===== src/rtl/gnr_attractor_ctrl.sv =====
// gnr_attractor_ctrl
// Runs a tortoise/hare (Floyd) attractor search over one GNR node array.
// Nodes are loaded with an initial state, then stepped: the hare (s1) moves
// one step per start_s1 pulse, and the tortoise (s0) moves on every second
// start_s0 pulse. When the two meet at an even hare step count, the meeting
// state is captured. The hare is then stepped alone until it returns to that
// state, which gives the attractor period.
//
// state  | meaning
// -------+------------------------------------------------------------
// IDLE   | waiting for an initial state; init_ready high
// LOAD   | one-cycle reset_nos strobe, counters cleared
// RUN    | tortoise and hare stepping together until they meet
// PERIOD | hare stepping alone until it returns to the meeting state
// DONE   | result presented on res_*, waiting for res_ready

module gnr_attractor_ctrl #(
    parameter int NODES     = 8,
    parameter int CNT_W     = 16,
    parameter int MAX_STEPS = 65535
) (
    input  logic             clk,
    input  logic             rst,
    input  logic             init_valid,
    output logic             init_ready,
    input  logic [NODES-1:0] init_data,
    output logic [NODES-1:0] init_state,
    output logic             reset_nos,
    output logic             start_s0,
    output logic             start_s1,
    input  logic [NODES-1:0] s0_vec,
    input  logic [NODES-1:0] s1_vec,
    output logic             res_valid,
    input  logic             res_ready,
    output logic [NODES-1:0] res_state,
    output logic [CNT_W-1:0] res_steps,
    output logic [CNT_W-1:0] res_period,
    output logic             res_timeout
);

    localparam logic [CNT_W-1:0] MAX_C = CNT_W'(MAX_STEPS);

    typedef enum logic [2:0] {
        IDLE   = 3'd0,
        LOAD   = 3'd1,
        RUN    = 3'd2,
        PERIOD = 3'd3,
        DONE   = 3'd4
    } state_t;

    state_t           state;
    state_t           state_nxt;
    logic [CNT_W-1:0] step_cnt;
    logic [CNT_W-1:0] period_cnt;

    logic hit;
    logic phit;
    logic run_to;
    logic per_to;

    // Meeting / return detection; hit is only meaningful at even hare step counts,
    // where the tortoise has taken exactly half as many steps.
    always_comb begin
        hit    = (state == RUN) && !step_cnt[0] && (step_cnt != '0) && (s0_vec == s1_vec);
        phit   = (state == PERIOD) && (period_cnt != '0) && (s1_vec == res_state);
        run_to = (state == RUN) && !hit && (step_cnt == MAX_C);
        per_to = (state == PERIOD) && !phit && (period_cnt == MAX_C);
    end

    // State register.
    always_ff @(posedge clk) begin
        if (rst) begin
            state <= IDLE;
        end else begin
            state <= state_nxt;
        end
    end

    // Next-state decode.
    always_comb begin
        state_nxt = state;
        case (state)
            IDLE:    if (init_valid) state_nxt = LOAD;
            LOAD:    state_nxt = RUN;
            RUN:     if (hit) state_nxt = PERIOD;
                     else if (run_to) state_nxt = DONE;
            PERIOD:  if (phit || per_to) state_nxt = DONE;
            DONE:    if (res_ready) state_nxt = IDLE;
            default: state_nxt = IDLE;
        endcase
    end

    // Strobes and handshakes; steps stop in the detection or timeout cycle itself.
    always_comb begin
        init_ready = (state == IDLE);
        reset_nos  = (state == LOAD);
        res_valid  = (state == DONE);
        start_s0   = (state == RUN) && !hit && !run_to;
        start_s1   = ((state == RUN) && !hit && !run_to) ||
                     ((state == PERIOD) && !phit && !per_to);
    end

    // Counters, captured init state and result registers.
    always_ff @(posedge clk) begin
        if (rst) begin
            init_state  <= '0;
            step_cnt    <= '0;
            period_cnt  <= '0;
            res_state   <= '0;
            res_steps   <= '0;
            res_period  <= '0;
            res_timeout <= 1'b0;
        end else begin
            case (state)
                IDLE: begin
                    if (init_valid) init_state <= init_data;
                end
                LOAD: begin
                    step_cnt    <= '0;
                    period_cnt  <= '0;
                    res_state   <= '0;
                    res_steps   <= '0;
                    res_period  <= '0;
                    res_timeout <= 1'b0;
                end
                RUN: begin
                    if (hit) begin
                        res_state <= s0_vec;
                        res_steps <= step_cnt;
                    end else if (step_cnt == MAX_C) begin
                        res_timeout <= 1'b1;
                        res_steps   <= MAX_C;
                    end else begin
                        step_cnt <= step_cnt + CNT_W'(1);
                    end
                end
                PERIOD: begin
                    if (phit) begin
                        res_period <= period_cnt;
                    end else if (period_cnt == MAX_C) begin
                        res_timeout <= 1'b1;
                        res_period  <= '0;
                    end else begin
                        period_cnt <= period_cnt + CNT_W'(1);
                    end
                end
                default: ;
            endcase
        end
    end

endmodule


===== config.mk =====
export PLATFORM = sky130hd
export DESIGN_NAME = gnr_attractor_ctrl
export DESIGN_NICKNAME = d
export VERILOG_FILES = /design/src/rtl/gnr_attractor_ctrl.sv
export SDC_FILE = /design/constraint.sdc
export NUM_CORES = 1
export LEC_CHECK = 0
export ABC_CLOCK_PERIOD_IN_PS = 2200
export CORE_MARGIN = 3
export CORE_UTILIZATION = 46
export DETAILED_ROUTE_END_ITERATION = 8
export MAX_ROUTING_LAYER = met4
export PLACE_DENSITY_LB_ADDON = 0.25
export SYNTH_ARGS = -nofsm -noshare
export SYNTH_HDL_FRONTEND = slang
export SYNTH_SLANG_ARGS = --single-unit

===== constraint.sdc =====
create_clock -name clk -period 2.2 [get_ports clk]
set_input_delay 0.44 -clock clk [delete_from_list [all_inputs] [get_ports clk]]
set_output_delay 0.44 -clock clk [all_outputs]
set_load 0.02 [all_outputs]

## Yosys cells after proc, flatten, opt, wreduce, memory -nomap -nowiden

Cells that the tools add are included.

- Reductions and logical operators: 32
- Add/sub/neg operators: 2
- Muxes and demuxes: 25
- Eq/ne operators: 21

Operator list:

| operator | count |
|---|---|
| 16-bit 2-to-1 mux | 8 |
| 16-bit case mux with 2 select lines | 4 |
| 16-bit by 1-bit adder with 16-bit output (second input constant) | 2 |
| 16-bit == test (second input constant) | 2 |
| 16-bit nonzero test | 2 |
| 8-bit == test | 2 |
| 8-bit case mux with 2 select lines | 1 |
| 3-bit 2-to-1 mux | 5 |
| 3-bit case mux with 5 select lines | 1 |
| 2-bit inequality test (second input constant) | 6 |
| 1-bit logical AND | 11 |
| 8-bit 2-to-1 mux | 1 |
| 2-bit by 1-bit inequality test with 1-bit output (second input constant) | 4 |
| 2-bit AND reduction | 4 |
| 3-bit by 2-bit == test with 1-bit output (second input constant) | 2 |
| 3-bit by 2-bit inequality test with 1-bit output (second input constant) | 2 |
| 3-bit AND reduction | 2 |
| 1-bit zero test | 5 |
| 5-bit AND reduction | 1 |
| 1-bit 2-to-1 mux | 4 |
| 4-bit AND reduction | 1 |
| 2-bit nonzero test | 2 |
| 3-bit by 1-bit == test with 1-bit output (second input constant) | 1 |
| 3-bit == test (second input constant) | 1 |
| other kinds (5) | 6 |

- Bits of input ports: 28
- Register bits: 84
- Output and inout port bits: 54
- Word-level logic and storage cells: 88

## Logic depth before layout (Yosys ltp)

Gate-level depths: netlist (run 1).

- Depth in word-level cells: 10
- Depth in mapped cells: 10
- Gate-level depth less buffers: 9

## Least setup slack after synthesis (run 1)

Ideal clock, no wire load.

- Kind: register to output
- From: register step_cnt[0]
- To: output start_s1
- Setup slack: -0.151 ns
- Arrival: 1.911 ns
- Data required time: 1.760 ns
- Buffers on the path: 0
- Cell stages (with the launch flop): 9
- Path through: dfxtp_1 inv_1 ha_1 nor4b_1 and4_1 nor4_4 nor2_1 nor2_1 inv_1

- Cells in the longest elaborated chain, start to end: 10
- Elaborated cells on any way between the ends: 12
- Classes of those cells: 1 x eq/ne; 11 x reduce/logical

Ends and longest elaborated chain:

| what | RTL line | RTL |
|---|---|---|
| start, declared | 53 | `logic [CNT_W-1:0] step_cnt;` |
| start signal, assigned | 134 | `step_cnt <= step_cnt + CNT_W'(1);` |
| branches (longest 8 deep; another with 16-bit nonzero test) | -- |  |
| 1-bit logical AND * | -- |  |
| net start_s0 | 29 | `output logic start_s0,` |
| 1-bit logical OR * | 99 | `start_s1 = ((state == RUN) && !hit && !run_to) \|\|` |
| end, declared | 30 | `output logic start_s1,` |

Mark *: on every way through the listed nets, which the timed path passes.

## Worst setup path after layout (run 1)

- From: register res_state[5]
- To: output start_s1

- Cells in the longest elaborated chain, start to end: 8

Ends and longest elaborated chain:

| what | RTL line | RTL |
|---|---|---|
| start, declared | 35 | `output logic [NODES-1:0] res_state,` |
| start signal, assigned | 128 | `res_state <= s0_vec;` |
| 8-bit == test * | 65 | `phit = (state == PERIOD) && (period_cnt != '0) && (s1_vec == res_state);` |
| 1-bit logical AND * | 65 |  |
| 1-bit zero test * | 67, 100 |  |
| 1-bit logical AND * | 67, 100 |  |
| 1-bit logical AND | 67 | `per_to = (state == PERIOD) && !phit && (period_cnt == MAX_C);` |
| 1-bit zero test | 100 | `((state == PERIOD) && !phit && !per_to);` |
| 1-bit logical AND * | 100 |  |
| 1-bit logical OR * | 99 |  |

Mark *: on every way between the ends. The rest lies on a longest branch, timed or not.

==> reports/qor.csv, run 1 <==
stage,metric,value,unit
grt,met2 Usage GRT,0.479,
grt,initial antenna violation count,0,
yosys,"flops & latches, synth",84,
die,die area,0.00942,mm2
route,DR vias/cell,6.04,
clock_network,count of hold-fix buffers inserted at cts,0,
route,DRC Markers,0,
worst_setup_path,CP startpoint kind,register,
placement,placed cells,680,
clock_network,CTS Buf Count,9,
sta,Final Hold Vio Count,0,
yosys,Syn Inst Count,420,
outcome,violated checks,setup timing,
sta,worst slew pin tran,0.616,ns
grt,largest net degree at the start of global routing,19,
grt,vias in the first global route,4332,
grt,met3 global-route usage,0.0656,
sta,fin crit share,1.17,
clock_network,"Reg clk slew, reported paths",0.09,ns
cells_and_area,antenna diode count,0,
sta,Fin Clk Skew,0.0113,ns
cells_and_area,design area,0.00641,mm2
yosys,synth unique cells,46,
yosys,Post-synth EDFFs,0,
route,DR vias,4440,
worst_setup_path,flop2flop setup slack,-0.21,ns
power,switching pwr,1.77,mW
sta,Max-slew headroom,0.588,
clock_network,clock root cell,clkbuf_8,
worst_setup_path,Critical Path Fanout Max,2,
yosys,Synth area leader,dfxtp_1,
sta,setup TNS,-2.22,ns
run,maxcap violations,0,
power,clock share of power,0.252,
grt,"Most Used Layer, Global Route",met2,
grt,GR Overflow Total,0,
cells_and_area,final core occ,0.813,
sta,unrepaired setup endpoints after global routing,true,
die,die height,97.0,um
clock_network,CTS tree,built,
yosys,yosys synthesis warning count,0,
route,drt pass-1 iters,5,
sta,fin crit period,2.56,ns
placement,hpwl dp,7970,um
worst_setup_path,RR Startpoint,period_cnt[7],
clock_network,Max H-tree Level,3,
clock_network,Max clock buf depth,2,
die,Initial Util,0.483,
cells_and_area,synthesis-to-finish area growth,68.1,%
die,# rows,32,
power,Pint,3.13,mW
cells_and_area,Non-Filler Instances,735,
route,average wire per standard cell,20.0,um
sta,Worst Slack Setup Final,-0.363,ns
worst_setup_path,Worst Reg-to-Reg Cells,9,
sta,Pins Over Slew Limit,0,
cells_and_area,fin nets,660,
clock_network,Clock Latency Late Sink,0.36,ns
yosys,"Top FF cell, synth",dfxtp_1,
route,final WL,14700,um
power,switching portion of total power,0.361,
yosys,sequential area share after synthesis,0.441,
worst_setup_path,Crit Path Class,register to primary output,
worst_hold_path,Worst Hold End,res_state[4],
yosys,top post-synthesis cells by area,"dfxtp_1 44%, a21oi_1 4.5%, a22o_1 3.7%",
power,LEAKAGE,2.49,nW
yosys,most frequent cells after synthesis,"84 x dfxtp_1, 37 x nand2_1, 34 x a21oi_1, 34 x nor2_1, 20 x or3_1",
route,1st-iter DRT viols,370,
yosys,fraction of registers with async set/reset,0,
power,pwr dens,765,mW/mm2
die,Die Width,97.0,um
yosys,synthesized area,0.00381,mm2
route,Routed Antenna Nets,0,
worst_setup_path,r2r endpoint,period_cnt[11],
worst_setup_path,Critical Path RT,1.76,ns
worst_setup_path,Critical Path AT,2.12,ns
worst_setup_path,crit end category,primary output,
placement,Final Wtd Congestion,0.884,
outcome,outcome,"finished, violations left",
sta,Achievable Freq,390,MHz
power,Comb power frac,0.413,
placement,IO buf count,81,
cells_and_area,layout cells sized above 1,0.420,
worst_hold_path,Hold Crit Class,input pin to register,
power,Flop pwr share,0.334,
power,total power,4.90,mW
die,CORE AREA,0.00789,mm2
placement,DP Area,0.00541,mm2
worst_hold_path,hold path startpoint,s0_vec[4],
yosys,Post-Syn Nets,452,
yosys,top-count cell post-synth,dfxtp_1,
yosys,post-synth top area share,0.441,
yosys,Post-Syn Area per Cell,9.08,um2
clock_network,Sink Count,84,
grt,GR Util All Layers,0.290,
sta,final setup vio count,22,
grt,met1 Usage GRT,0.333,
power,VDD IR-drop max,0.521,mV
die,IO Count,82,
worst_hold_path,WHS Path Cells,3,
grt,first-pass GRT wire length,21500,um
metal layers:
metal	vias to the layer above	wire, um	share of wire
met3	79	1210	0.082
met4	0	605	0.041
met1	2095	5640	0.38
met2	300	7260	0.49
met5	-	0	0
li1	1966	-	-
cells in the final DEF (no fill, tap or decap), types with 10 or more instances in the layout:
cell type          n
a21oi_1           24
a21oi_2           17
a22o_1            16
a22oi_1           12
buf_4            121
buf_6             15
clkbuf_8          10
clkdlybuf4s50_1   61
dfxtp_1           74
dlygate4sd2_1     10
nand2_1           34
nand3_1           12
nand4_1           17
nor2_1            32
or3_4             13
xor2_1            10
power by group through the flow:
stage	Sequential [mW]	Combinational, mW	Clock (mW)
finish	1.64	2.02	1.24
global route	1.64	2.11	1.31
CTS	1.63	1.92	1.23
detailed placement	1.67	1.46	0
global placement	1.66	1.43	0
floorplan	1.71	0.751	0
repair_timing:
action | in CTS | in global routing
gates cloned | 2 | 2
hold endpoints to repair | 0 | 0
gates resized for setup | 112 | 49
setup buffers | 37 | 12
setup endpoints to repair | 44 | 64
pin swaps | 40 | 35
worst max path at each step:
stage,startpoint,end
5_1_grt,res_state[5],start_s1
6_report,res_state[5],start_s1
3_3_place_gp,s1_vec[0],start_s1
3_5_place_dp,s1_vec[0],start_s1
4_1_cts,period_cnt[7],start_s1
2_1_floorplan,step_cnt[0],step_cnt[15]
critical path, cell delays in order, from the launching register on:
cell and delay [ns]:
dfxtp_2 0.35, xor2_1 0.18, nor4_1 0.39, buf_4 0.18
nand4_1 0.15, and3_4 0.21, nor2_4 0.11, inv_2 0.06
buf_6 0.13
registers in the layout, indices dropped and copies added (netlist names):
name and count:
init_state 8, period_cnt 16, res_period 16, res_state 8
res_steps 16, res_timeout 1, state 3, step_cnt 16
cell families after synthesis:
family,Yosys count,synth area share
and+or+nand+nor,166,0.240
AOI/OAI and AO/OA,110,0.209
adders and majority gates,4,0.0131
xor gates and xnor gates,25,0.0574
buffers and inverters,31,0.0391
DFF,84,0.441
area by class of cell:
cell class                      instances  area [um2]
Clock inverter                          4        72.6
Inverter                                8        30.0
Tap cell                              102         128
Timing Repair Buffer                  219        1910
Multi-Input combinational cell        306        2430
Clock buffer                           12         145
Fill cell                             418        1480
Sequential cell                        84        1700
stage by stage:
stage / hold slack, ns / setup WS (ns)
floorplan: 0.457 / 0.00478
global placement: 0.441 / -0.773
detailed placement: 0.449 / -0.842
CTS: 0.371 / -0.179
global route: 0.389 / -0.333
finish: 0.377 / -0.363
Power figures use the tool's default switching activity.
==> run 2: changes to the inputs <==
--- a/config.mk
+++ b/config.mk
@@ -9,6 +9,7 @@
 export CORE_MARGIN = 3
 export CORE_UTILIZATION = 46
 export DETAILED_ROUTE_END_ITERATION = 8
+export GPL_ROUTABILITY_DRIVEN = 0
 export MAX_ROUTING_LAYER = met4
 export PLACE_DENSITY_LB_ADDON = 0.25
 export SYNTH_ARGS = -nofsm -noshare
==> results of run 2 <==
The final DEF is identical to that of run 1; final timing and power are the same.
==> run 3: changes to the inputs <==
--- a/config.mk
+++ b/config.mk
@@ -8,6 +8,7 @@
 export ABC_CLOCK_PERIOD_IN_PS = 2200
 export CORE_MARGIN = 3
 export CORE_UTILIZATION = 46
+export CTS_CLUSTER_SIZE = 28
 export DETAILED_ROUTE_END_ITERATION = 8
 export GPL_ROUTABILITY_DRIVEN = 0
 export MAX_ROUTING_LAYER = met4
==> results of run 3 <==
The final DEF is identical to that of run 1; final timing and power are the same.
